--- config.mk ---
export PLATFORM = sky130hd
export DESIGN_NAME = sprite_motion_ctrl
export DESIGN_NICKNAME = d
export VERILOG_FILES = /design/src/rtl/sprite_motion_ctrl.sv
export SDC_FILE = /design/constraint.sdc
export NUM_CORES = 1
export LEC_CHECK = 0
export ABC_CLOCK_PERIOD_IN_PS = 4900
export BUFFER_PORTS_ARGS = -buffer_cell sky130_fd_sc_hd__buf_2
export CORE_MARGIN = 5
export CORE_UTILIZATION = 35
export CTS_BUF_LIST = sky130_fd_sc_hd__clkbuf_16
export DETAILED_ROUTE_END_ITERATION = 6
export PLACE_DENSITY_LB_ADDON = 0.15
export SLEW_MARGIN = 20
export SYNTH_ARGS = -nofsm -noshare
export SYNTH_HDL_FRONTEND = slang
export SYNTH_SLANG_ARGS = --single-unit
--- constraint.sdc ---
create_clock -name clk -period 4.9 [get_ports clk]
set_input_delay 0.98 -clock clk [delete_from_list [all_inputs] [get_ports clk]]
set_output_delay 0.98 -clock clk [all_outputs]
set_load 0.05 [all_outputs]
--- src/rtl/sprite_motion_ctrl.sv ---
// Frame-synchronous diagonal motion sequencer for one ROM-backed sprite block.
// Latency: oFrameTick one clock after the scan reaches (0,0); position/state update on the clock after that.
// Backpressure: none; the outputs are free-running and only change on frame ticks.
//
// Ports:
//   clk, reset             pixel clock, synchronous active-high reset
//   motion_en              request oscillation (low = return home and idle)
//   pow[10:5]              swing amplitude in steps (0..63)
//   iVGA_X / iVGA_Y        current scan position, used to find the start of a frame
//   pause                  only with SPRITE_MOTION_PAUSE_EN: freezes motion, ticks still reported
//   oTopLeftX / oTopLeftY  registered sprite top-left position
//   oFrameTick             one-cycle pulse per frame
//   oMoving / oState       activity flag and FSM state (IDLE=0 RUN_OUT=1 RUN_BACK=2 RETURN=3)
//
// Optional feature macro: SPRITE_MOTION_PAUSE_EN (adds the pause input).

module sprite_motion_ctrl #(
    parameter int X_INIT   = 280,
    parameter int Y_INIT   = 240,
    parameter int SPRITE_W = 31,
    parameter int STEP_DIV = 8,
    parameter int SCREEN_W = 640
) (
    input  logic        clk,
    input  logic        reset,
    input  logic        motion_en,
    input  logic [10:0] pow,
    input  logic [9:0]  iVGA_X,
    input  logic [8:0]  iVGA_Y,
`ifdef SPRITE_MOTION_PAUSE_EN
    input  logic        pause,
`endif
    output logic [9:0]  oTopLeftX,
    output logic [8:0]  oTopLeftY,
    output logic        oFrameTick,
    output logic        oMoving,
    output logic [1:0]  oState
);

    typedef enum logic [1:0] {
        S_IDLE     = 2'd0,
        S_RUN_OUT  = 2'd1,
        S_RUN_BACK = 2'd2,
        S_RETURN   = 2'd3
    } state_t;

    localparam logic [9:0] X_HOME = 10'(X_INIT);
    localparam logic [9:0] X_LIM  = 10'(SCREEN_W - 1 - SPRITE_W);
    localparam logic [8:0] Y_HOME = 9'(Y_INIT);

    // A divide-by-one still needs a one-bit counter so the compare stays legal.
    localparam int             DIV_W    = (STEP_DIV > 1) ? $clog2(STEP_DIV) : 1;
    localparam logic [DIV_W-1:0] DIV_LAST = DIV_W'(STEP_DIV - 1);

    // Registers
    logic             r_origin_q;
    logic             r_frame_tick;
    state_t           r_state;
    logic [9:0]       r_x;
    logic [8:0]       r_y;
    logic [5:0]       r_step_cnt;
    logic [5:0]       r_amp;
    logic [DIV_W-1:0] r_div_cnt;

    // Next-state values
    state_t           w_state_nxt;
    logic [9:0]       w_x_nxt;
    logic [8:0]       w_y_nxt;
    logic [5:0]       w_step_nxt;
    logic [5:0]       w_amp_nxt;
    logic [DIV_W-1:0] w_div_nxt;

    logic       w_origin;
    logic       w_pause;
    logic       w_tick;
    logic       w_step;
    logic [5:0] w_new_amp;
    logic       w_unused_pow;

    assign w_origin     = (iVGA_X == 10'd0) && (iVGA_Y == 9'd0);
    assign w_new_amp    = pow[10:5];
    assign w_unused_pow = ^pow[4:0];

`ifdef SPRITE_MOTION_PAUSE_EN
    assign w_pause = pause;
`else
    assign w_pause = 1'b0;
`endif

    // Motion acts on the registered tick, so position changes land one clock
    // after the pulse becomes visible and always between frames.
    assign w_tick = r_frame_tick && !w_pause;
    assign w_step = w_tick && (r_div_cnt == DIV_LAST);

    always_ff @(posedge clk) begin
        if (reset) begin
            r_origin_q   <= 1'b0;
            r_frame_tick <= 1'b0;
            r_state      <= S_IDLE;
            r_x          <= X_HOME;
            r_y          <= Y_HOME;
            r_step_cnt   <= 6'd0;
            r_amp        <= 6'd0;
            r_div_cnt    <= '0;
        end else begin
            r_origin_q   <= w_origin;
            // Rising edge of origin only: a multi-clock dwell at (0,0) is one tick.
            r_frame_tick <= w_origin && !r_origin_q;
            r_state      <= w_state_nxt;
            r_x          <= w_x_nxt;
            r_y          <= w_y_nxt;
            r_step_cnt   <= w_step_nxt;
            r_amp        <= w_amp_nxt;
            r_div_cnt    <= w_div_nxt;
        end
    end

    always_comb begin
        w_state_nxt = r_state;
        w_x_nxt     = r_x;
        w_y_nxt     = r_y;
        w_step_nxt  = r_step_cnt;
        w_amp_nxt   = r_amp;
        w_div_nxt   = r_div_cnt;

        if (w_tick) begin
            if (r_state != S_IDLE) begin
                w_div_nxt = w_step ? '0 : r_div_cnt + DIV_W'(1);
            end

            case (r_state)
                S_IDLE: begin
                    if (motion_en && (w_new_amp != 6'd0)) begin
                        w_amp_nxt   = w_new_amp;
                        w_step_nxt  = 6'd0;
                        w_state_nxt = S_RUN_OUT;
                    end
                end

                S_RUN_OUT: begin
                    // Dropping motion_en wins over a step: position holds this tick.
                    if (!motion_en) begin
                        w_state_nxt = S_RETURN;
                    end else if (w_step) begin
                        if ((r_x >= X_LIM) || (r_y == 9'd0)) begin
                            w_state_nxt = S_RUN_BACK;
                            w_step_nxt  = 6'd0;
                        end else begin
                            w_x_nxt = r_x + 10'd1;
                            w_y_nxt = r_y - 9'd1;
                            if (r_step_cnt + 6'd1 == r_amp) begin
                                w_state_nxt = S_RUN_BACK;
                                w_step_nxt  = 6'd0;
                            end else begin
                                w_step_nxt = r_step_cnt + 6'd1;
                            end
                        end
                    end
                end

                S_RUN_BACK: begin
                    if (!motion_en) begin
                        w_state_nxt = S_RETURN;
                    end else if (w_step) begin
                        // A clamp taken right at home must not walk below X_INIT.
                        if (r_x != X_HOME) begin
                            w_x_nxt = r_x - 10'd1;
                            w_y_nxt = r_y + 9'd1;
                        end
                        if ((r_x == X_HOME) || (r_x - 10'd1 == X_HOME)) begin
                            // Back home: pick up the current amplitude for the next swing.
                            w_amp_nxt   = w_new_amp;
                            w_step_nxt  = 6'd0;
                            w_state_nxt = (w_new_amp == 6'd0) ? S_IDLE : S_RUN_OUT;
                        end
                    end
                end

                S_RETURN: begin
                    if (r_x == X_HOME) begin
                        w_state_nxt = S_IDLE;
                    end else if (w_step) begin
                        w_x_nxt = r_x - 10'd1;
                        w_y_nxt = r_y + 9'd1;
                        if (r_x - 10'd1 == X_HOME) begin
                            w_state_nxt = S_IDLE;
                        end
                    end
                end

                default: w_state_nxt = S_IDLE;
            endcase

            // IDLE always restarts the step phase from zero.
            if (w_state_nxt == S_IDLE) begin
                w_div_nxt = '0;
            end
        end
    end

    assign oTopLeftX  = r_x;
    assign oTopLeftY  = r_y;
    assign oFrameTick = r_frame_tick;
    assign oMoving    = (r_state != S_IDLE);
    assign oState     = r_state;

endmodule
==> results_dict.tcl <==
set metrics [dict create \
    root_buffer "clkbuf_16" \
    cts_setup_buffers 0 \
    synth-main-ff-cell "dfxtp_1" \
    hold_violations 0 \
    rsz0062_at_grt "false" \
    ys_top_cells_by_count "dfxtp_1 (38), nand2_1 (32), nor2_1 (30), a21oi_1 (25)" \
    postRouteWirelength_um 6820 \
    grt_use_total 0.147 \
    synthTopCellsByArea "dfxtp_1 (28%), ha_1 (6.1%), a21oi_1 (4.7%)" \
    synth_top_area_cell "dfxtp_1" \
    layout-drive-gt1-share 0.208 \
    cts_resized 0 \
    antennaDiodeCount 0 \
    synthesis.nets 388 \
    tns_ns 0 \
    io-pin-count 56 \
    area_delta_synth_final_pct 18.5 \
    clk_pin_slew_ns 0.06 \
    critPathKind "reg -> reg" \
    wl_met3_um 187 \
    leakage_nw 1.31 \
    synth_cell_types 61 \
    reg2reg_to "r_div_cnt[1]$_SDFFE_PP0P_" \
    yosysSeqAreaShare 0.285 \
    synthCells 341 \
    cts_hold_buf 0 \
    grt_overflow 0 \
    arrival_ns 3.28 \
    portBuffers 50 \
    vias 2558 \
    fill_cells 738 \
    clkPwrFrac 0.564 \
    yosysWarnings 0 \
    synth.top_cell.area_share 0.285 \
    cts_sinks 38 \
    cts_buffers 5 \
    ant_nets 0 \
    die_x_um 97.4 \
    synthMostInstantiatedCell "dfxtp_1" \
    crit_path_start_kind "register" \
    highest_layer "met4" \
    r2r_start "oTopLeftX[0]$_SDFFE_PP0P_" \
    min_from "r_origin_q$_SDFF_PP0_" \
    start_util 0.365 \
    met2_length_um 3150 \
    num_rows 31 \
    ys_ff_latch 38 \
    avgSynthCellArea_um2 7.84 \
    regArea_um2 761 \
    core_area_mm2 0.00733 \
    p_comb_frac 0.030 \
    slew_violations 0 \
    p_sw_frac 0.195 \
    wl_met1_um 3390 \
    synth-edff-count 0 \
    vias_per_cell 5.34 \
    ir_drop_v 0.000117 \
    die_h_um 97.4 \
    timing.hold.worst.class "reg -> reg" \
    slew_headroom 0.493 \
    clockBufferDepth 2 \
    async_flop_share 0 \
    status "finished, final reports clean" \
    seq_power_share 0.407 \
    clkLatencyLatePin_ns 0.28 \
    p_int_w 0.000611 \
    finClkSkew_ns 0.00541 \
    rr_worst_depth 9 \
    regToRegSetupSlack_ns 1.77 \
    min_delay_path_depth 1 \
    fin_nets 426 \
    required_ns 5.05 \
    period_share 0.639 \
    detail_route.first_pass.iterations 4 \
    worst-path-max-fanout 8 \
    setup_viol 0 \
    grt_pass1_wl_um 11800 \
    wl_per_cell_um 14.2 \
    min_to "oFrameTick$_SDFF_PP0_" \
    multi_input_area_mm2 0.00178 \
    dieArea_mm2 0.00949 \
    h-tree-depth 2 \
    grt_max_degree 37 \
    dp_hpwl_um 4960 \
    grt_pass1_vias 2475 \
    switching_power_w 0.000148 \
    whs_ns 0.391 \
    end_kind "register" \
    syn_area_mm2 0.00267 \
    maxCapViolations 0 \
    antenna_found_initial 0 \
    period_minus_slack_ns 3.13 \
    power.density_mw_per_mm2 240 \
    cts_tree "built" \
    place.gp.congestion 0.809 \
    drtIter0Drc 108 \
    drc 0 \
    fmax_mhz 320 \
    tightest_slew_ns 0.749 \
]
-- kinds of logic (layout without fill, tap and decap cells) --
| family | count (synthesis) | after routing | share of synthesized area |
|---|---|---|---|
| AOI/OAI and AO/OA | 83 | 83 | 0.216 |
| buffers and inverters | 34 | 73 | 0.0505 |
| DFF | 38 | 38 | 0.285 |
| muxes | 9 | 9 | 0.0342 |
| and+or+nand+nor | 144 | 144 | 0.285 |
| adders and majority gates | 14 | 14 | 0.0683 |
| xor gates and xnor gates | 19 | 19 | 0.0622 |
-- layer usage --
layer  track usage  vias to the layer above
li1              -                     1316
met1         0.193                     1202
met2         0.242                       33
met3        0.0287                        7
met4        0.0447                        0
met5             0                        -
-- critical path: stages, from the launching register on --
cell and delay [ns]:
dfxtp_1 0.38, inv_1 0.12, ha_1 0.29, nor4b_1 0.65, xor2_1 0.20, o31a_4 0.34
o31a_1 0.23, nand4bb_1 0.21, nor4_1 0.41, o21ai_0 0.16
-- worst max path at each step --
stage / endpoint / start
after detailed placement: r_div_cnt[1]$_SDFFE_PP0P_ / oTopLeftX[0]$_SDFFE_PP0P_
after global placement: r_div_cnt[1]$_SDFFE_PP0P_ / oTopLeftX[0]$_SDFFE_PP0P_
after floorplan: oTopLeftY[7]$_SDFFE_PP1P_ / oState[1]$_SDFFE_PP0P_
after CTS: r_div_cnt[1]$_SDFFE_PP0P_ / oTopLeftX[0]$_SDFFE_PP0P_
final: r_div_cnt[1]$_SDFFE_PP0P_ / oTopLeftX[0]$_SDFFE_PP0P_
after global routing: r_div_cnt[1]$_SDFFE_PP0P_ / oTopLeftX[0]$_SDFFE_PP0P_
-- registers in the layout, indices dropped and copies added (netlist names) --
name / flops
r_amp: 6
r_div_cnt: 3
oFrameTick: 1
r_step_cnt: 6
oState: 2
oTopLeftX: 10
oTopLeftY: 9
r_origin_q: 1
-- power groups by stage --
stage | combinational (W) | clock [W] | sequential, W
floorplan | 0.00000821 | 0 | 0.000316
global placement | 0.0000226 | 0 | 0.000316
detailed placement | 0.0000230 | 0 | 0.000316
CTS | 0.0000230 | 0.000442 | 0.000309
global route | 0.0000250 | 0.000456 | 0.000309
finish | 0.0000225 | 0.000428 | 0.000309
-- area by class of cell --
| type | instances | area share |
|---|---|---|
| Multi-Input combinational cell | 269 | 0.562 |
| Timing Repair Buffer | 51 | 0.0814 |
| Clock buffer | 5 | 0.0395 |
| Sequential cell | 38 | 0.240 |
| Inverter | 14 | 0.0166 |
| Clock inverter | 3 | 0.0217 |
| Tap cell | 99 | 0.0391 |
-- cell usage in the layout, fill, tap and decap left out, types with 2 or more instances in the layout --
cell type	netlist	layout
buf_2	0	50
dfxtp_1	38	38
nand2_1	32	32
nor2_1	30	30
a21oi_1	25	25
nand3_1	18	18
o21ai_0	18	18
inv_1	14	14
nor4_1	14	14
xnor2_1	13	13
ha_1	13	13
nor3_1	9	9
mux2i_1	8	8
xor2_1	6	6
or3_1	6	6
and3_1	5	5
clkbuf_16	0	5
or2_2	4	4
a31o_2	4	4
and2_1	4	4
nor2b_1	4	4
o211ai_1	4	4
nand4_1	3	3
a31oi_1	3	3
nor3b_1	2	2
o31ai_1	2	2
nand3b_1	2	2
a21o_1	3	2
a41oi_1	2	2
a211oi_1	2	2
o311ai_0	2	2
a22oi_1	2	2
nand2b_1	2	2
bufinv_16	0	2
-- through the flow --
step	util	std cells	instance area (um2)	setup WS (ns)	power [W]
6_report	0.432	479	3170	1.77	0.000759
5_1_grt	0.432	479	3170	1.36	0.000790
4_1_cts	0.432	479	3170	1.77	0.000774
3_5_place_dp	0.406	471	2970	1.78	0.000339
3_3_place_gp	0.406	471	2970	1.77	0.000338
2_1_floorplan	-	341	2670	1.86	0.000324
Note: power is estimated with default switching activity, not from simulation.
